File: config.mk
export PLATFORM = sky130hd
export DESIGN_NAME = multiplier_control
export DESIGN_NICKNAME = d
export VERILOG_FILES = /design/src/rtl/multiplier_control.sv
export SDC_FILE = /design/constraint.sdc
export NUM_CORES = 1
export LEC_CHECK = 0
export ABC_AREA = 1
export BUFFER_PORTS_ARGS = -buffer_cell sky130_fd_sc_hd__buf_2
export CORE_AREA = 2 2 39 41
export DETAILED_ROUTE_END_ITERATION = 12
export DIE_AREA = 0 0 41 43
export SLEW_MARGIN = 40
export SYNTH_ARGS = -nofsm -noshare
export SYNTH_HDL_FRONTEND = slang
export SYNTH_SLANG_ARGS = --single-unit
export TNS_END_PERCENT = 10
File: constraint.sdc
create_clock -name i_clk -period 1.3 [get_ports i_clk]
set_input_delay 0.13 -clock i_clk [delete_from_list [all_inputs] [get_ports i_clk]]
set_output_delay 0.13 -clock i_clk [all_outputs]
set_load 0.02 [all_outputs]
File: src/rtl/multiplier_control.sv
// Sequencing FSM for the shift-add signed multiplier: clears/loads operands,
// then runs N add-then-shift iterations, subtracting on the final one.
module multiplier_control #(
    parameter int N = 8
) (
    input  logic i_clk,
    input  logic i_rst_n,
    input  logic i_run,
    input  logic i_clear_a_load_b,
    input  logic i_m,
    output logic o_clr_ax,
    output logic o_ld_b,
    output logic o_ld_ax,
    output logic o_fn,
    output logic o_shift_en,
    output logic o_busy,
    output logic o_done
);

    localparam int CW = (N > 1) ? $clog2(N) : 1;
    localparam logic [CW-1:0] LAST = CW'(N - 1);

    typedef enum logic [2:0] {
        IDLE,
        START,
        ADD,
        SHIFT,
        HALT
    } state_t;

    state_t          r_state;
    state_t          w_next;
    logic [CW-1:0]   r_cnt;
    logic            w_last;

    assign w_last = (r_cnt == LAST);

    always_ff @(posedge i_clk or negedge i_rst_n) begin
        if (!i_rst_n) begin
            r_state <= IDLE;
        end else begin
            r_state <= w_next;
        end
    end

    // The counter saturates at N-1; HALT holds it until the next START clears it.
    always_ff @(posedge i_clk or negedge i_rst_n) begin
        if (!i_rst_n) begin
            r_cnt <= '0;
        end else if (r_state == START) begin
            r_cnt <= '0;
        end else if (r_state == SHIFT && !w_last) begin
            r_cnt <= r_cnt + CW'(1);
        end
    end

    always_comb begin
        w_next     = r_state;
        o_clr_ax   = 1'b0;
        o_ld_b     = 1'b0;
        o_ld_ax    = 1'b0;
        o_fn       = 1'b0;
        o_shift_en = 1'b0;
        o_busy     = 1'b0;
        o_done     = 1'b0;
        case (r_state)
            IDLE: begin
                if (i_run) begin
                    w_next = START;
                end else if (i_clear_a_load_b) begin
                    o_clr_ax = 1'b1;
                    o_ld_b   = 1'b1;
                end
            end
            START: begin
                o_busy   = 1'b1;
                o_clr_ax = 1'b1;
                w_next   = ADD;
            end
            ADD: begin
                // Fn only matters when M loads the adder result, but is driven regardless.
                o_busy  = 1'b1;
                o_ld_ax = i_m;
                o_fn    = w_last;
                w_next  = SHIFT;
            end
            SHIFT: begin
                o_busy     = 1'b1;
                o_shift_en = 1'b1;
                w_next     = w_last ? HALT : ADD;
            end
            HALT: begin
                o_done = 1'b1;
                if (!i_run) begin
                    w_next = IDLE;
                end
            end
            default: begin
                w_next = IDLE;
            end
        endcase
    end

endmodule

Word-level counts from Yosys, hierarchy flattened

Cells that the tools add are included.

Add/subtract/negate cells: 1
Equality and inequality tests: 7
Mux-type cells: 15
Reduce and logical (&&, ||, !) cells: 6

Operators with widths:

| kind                | number |
|---|---|
| $mux 3              | 5 |
| $pmux 3 s5          | 1 |
| $mux 1              | 8 |
| $eq 3x2->1 const B  | 2 |
| $eq 3x3->1 const B  | 2 |
| $ne 2x2->1 const B  | 2 |
| $add 3x1->3 const B | 1 |
| $eq 3x1->1 const B  | 1 |
| $logic_not 3->1     | 1 |
| $reduce_or 3->1     | 1 |
| $pmux 1 s2          | 1 |
| $reduce_and 2->1    | 1 |
| $reduce_bool 2->1   | 1 |
| $logic_and 1x1->1   | 1 |
| $logic_not 1->1     | 1 |

Register bits after elaboration: 6
Input bits: 5
Output and inout bits: 7
Logic and storage cells: 31

Logic depth before layout (Yosys ltp)

Depth after elaboration: 5
Mapped depth: 6
Gate-level depth less buffers: 6

Least setup slack after synthesis

No wires, ideal clock.

Path type: reg-to-output
From: reg r_state[0]
To: out o_clr_ax
Arrival: 1.117 ns
Required time: 1.170 ns
Setup slack: 0.053 ns
Cell stages (with the launch flop): 4
Path buffers: 0
Path through: dfrtp_1 -> nor2_1 -> nand2_1 -> o21ai_0

Word-level cells in the longest chain between the ends: 2
Elaborated cells on any way between the ends: 3

RTL lines:

| what                                          | RTL line | source |
|---|---|---|
| from (decl)                                   | 31       | `state_t r_state;` |
| from (signal assigned)                        | 42       | `r_state <= w_next;` |
| $eq 3x1->1 or $logic_not 3->1 (tied branches) | 66       | `case (r_state)` |
| $pmux 1 s2 *                                  | 66       |  |
| to (decl)                                     | 11       | `output logic o_clr_ax,` |

Mark *: on every way between the ends. The rest lies on a longest branch, timed or not.

Worst setup path after layout

From: reg r_cnt[1]
To: out o_fn

Word-level cells in the longest chain between the ends: 2

RTL lines:

| what                   | RTL line | source |
|---|---|---|
| from (decl)            | 33       | `logic [CW-1:0] r_cnt;` |
| from (signal assigned) | 53       | `r_cnt <= r_cnt + CW'(1);` |
| $eq 3x3->1             | 36       | `assign w_last = (r_cnt == LAST);` |
| $mux 1                 | 66       |  |
| to (decl)              | 14       | `output logic o_fn,` |

No other way between the ends.

==> impl_metrics.py <==
metrics = {
    "status": {
        "status": "finished with violations",
        "violations": "setup timing",
    },
    "global_routing": {
        "grt_max_degree": 7,
        "overflow": 0,
        "grt_pass1_wl_mm": 1.41,
        "grt.total_usage": 0.123,
        "grt_pass1_vias": 337,
        "antenna_found_initial": 0,
    },
    "clock_network": {
        "clk_path_buf_depth": 2,
        "clock-sinks": 6,
        "h-tree-depth": 1,
        "cts_tree": "built",
        "cts_made_buffers": 3,
        "clk_latency_ns": 0.24,
        "cts_root_buffer": "clkbuf_4",
        "worst_setup_hold_path_clk_slew_ns": 0.05,
    },
    "yosys": {
        "yosysTopAreaCellShare": 0.455,
        "yosys-top-cells-count": "nand2_1 (11), inv_1 (7), nor2_1 (7)",
        "ys.flop_type": "dfrtp_1",
        "ys_seq_area_frac": 0.455,
        "synth.distinct_cells": 11,
        "syn_area_per_cell_sq_um": 7.51,
        "yosysTopAreaCell": "dfrtp_1",
        "synthTopCellsByArea": "dfrtp_1 (45%), nand2_1 (13%), nand3_1 (9.1%)",
        "synth_edf_count": 0,
        "synth_seq_cells": 6,
        "yosysWarnings": 0,
        "syn_inst": 44,
        "synth_area_sq_um": 330,
        "synth-async-reset-ratio": 1.00,
        "synth.most_common_cell": "nand2_1",
        "syn-num-nets": 51,
    },
    "placed_design": {
        "dp_hpwl_microns": 566,
        "dp_cells": 71,
        "dp_slack_ns": 0.0694,
        "placed_area_sq_um": 405,
        "gp_congestion": 0.722,
        "io_buffer_count": 11,
    },
    "critical_path": {
        "endpoint": "o_fn",
        "worst-r2r-cell-count": 7,
        "cp-start-kind": "flop",
        "cp-startpoint": "r_cnt[1]",
        "crit_arrival_ns": 1.21,
        "critical_path.max_fanout": 2,
        "worstSetupPathType": "reg2out",
        "r2r_start": "r_cnt[1]",
        "required_ns": 1.17,
        "crit_path_end_kind": "output port",
        "rrSetupSlack_ns": 0.07,
        "r2r-end": "r_cnt[0]",
    },
    "timing": {
        "hold_viol": 0,
        "rsz0062_at_grt": "true",
        "clock_skew_ns": 0.00364,
        "min_period_ns": 1.34,
        "worst-slew-pin-transition_ns": 0.193,
        "tns_ns": -0.0397,
        "fin_crit_sh": 1.03,
        "setup_viol": 2,
        "fmax_mhz": 748,
        "slew-limit-headroom": 0.871,
        "drv_slew": 0,
        "fin_ws_ns": -0.0363,
    },
    "pwr": {
        "intPower_mw": 0.642,
        "p_leak_nw": 0.283,
        "pwr-share-comb": 0.535,
        "p_per_area_nw_per_um2": 2150,
        "p_switching_mw": 0.491,
        "switching_share": 0.433,
        "irDropWorstVdd_mv": 0.654,
        "clock_power_share": 0.149,
        "p_seq_frac": 0.316,
    },
    "job": {
        "cap_violations": 0,
    },
    "routing": {
        "drt_first_pass_iters": 3,
        "initialDrtViolationCount": 4,
        "postRouteAntennaNets": 0,
        "wl_per_cell_microns": 10.3,
        "drt-vias-per-instance": 4.41,
        "drcViolationCount": 0,
        "drt-total-wl_microns": 822,
        "num_vias": 353,
    },
    "die": {
        "rows": 14,
        "die_x_microns": 41,
        "coreArea_sq_um": 1380,
        "die_h_microns": 43,
        "io-pin-count": 12,
        "start_util": 0.239,
        "die-area_sq_um": 1760,
    },
    "finish": {
        "syn_to_final_growth_pct": 59.5,
        "drive_above_1_share": 0.469,
        "fin_cells": 80,
        "antenna-diode-count": 0,
        "postLayoutCellArea_sq_um": 527,
        "final_net_count": 73,
    },
    "min_path": {
        "holdCritPathClass": "in2reg",
    },
}
-- power groups by stage --
| stage | clock [mW] | combinational (mW) | sequential, mW |
|---|---|---|---|
| floorplan | 0 | 0.344 | 0.316 |
| global placement | 0 | 0.460 | 0.329 |
| detailed placement | 0 | 0.466 | 0.329 |
| CTS | 0.180 | 0.535 | 0.336 |
| global route | 0.191 | 0.682 | 0.368 |
| finish | 0.169 | 0.606 | 0.357 |
-- what timing repair did --
item,CTS,global route
setup endpoints to repair,4,5
buffers inserted,3,2
pin swaps,2,3
gates resized for setup,10,8
hold endpoints to repair,6,0
hold buffers,1,0
-- sequential cells by signal, indices dropped and copies added (netlist names) --
name and flops:
r_cnt 3, r_state 3
-- how the worst min path moves through the flow --
| stage | from | end | depth (start not counted) |
|---|---|---|---|
| final | i_run | r_state[0] | 2 |
| after global placement | i_rst_n | r_cnt[1] | 1 |
| after global routing | i_run | r_state[0] | 2 |
| after CTS | i_run | r_state[0] | 2 |
| after floorplan | i_rst_n | r_cnt[0] | 0 |
| after detailed placement | i_rst_n | r_cnt[0] | 1 |
-- layout make-up --
cell class | instances | area (sq um)
timing repair buffer | 17 | 119
multi-input combinational | 31 | 186
fill | 155 | 857
tap | 16 | 20.0
clock buffer | 3 | 22.5
sequential | 6 | 153
inverter | 7 | 26.3
-- cell usage in the layout, fill, tap and decap left out --
cell / count
clkbuf_4: 3
buf_6: 1
o21a_1: 1
dlygate4sd3_1: 1
nand2_2: 2
buf_4: 9
buf_2: 6
dfrtp_1: 4
ha_4: 1
nand3_2: 1
nor2_1: 5
nor2_2: 2
nor2_4: 1
o21ai_1: 1
inv_1: 6
dfrtp_2: 2
o22ai_1: 1
nand3_1: 5
ha_2: 1
inv_2: 1
nand2_1: 10
-- critical path, stage by stage, from the launching register on --
cell and delay [ns]:
dfrtp_1 0.39, ha_2 0.21, ha_4 0.16, inv_2 0.05, nor2_2 0.03, buf_6 0.12
-- cells by family (layout without fill, tap and decap cells) --
family	Yosys count	count (layout)	synth area share
AOI/OAI and AO/OA	3	3	0.0568
DFF	6	6	0.455
buffers and inverters	7	27	0.0796
adders and majority gates	2	2	0.0757
and+or+nand+nor	26	26	0.333
-- stage by stage --
stage          power [mW]   util  hold slack [ns]
2_1_floorplan       0.661      -           -0.166
3_3_place_gp        0.788  0.293          -0.0370
3_5_place_dp        0.794  0.293          -0.0351
4_1_cts              1.05  0.354            0.120
5_1_grt              1.24  0.381            0.124
6_report             1.13  0.381            0.125
-- metal layers --
layer / vias to the layer above / track usage / share of wire
li1: 182 / - / -
met2: 7 / 0.191 / 0.57
met1: 162 / 0.141 / 0.39
met5: - / 0 / 0
met4: 0 / 0.100 / 0.0073
met3: 2 / 0.0157 / 0.036
Power figures use the tool's default switching activity.
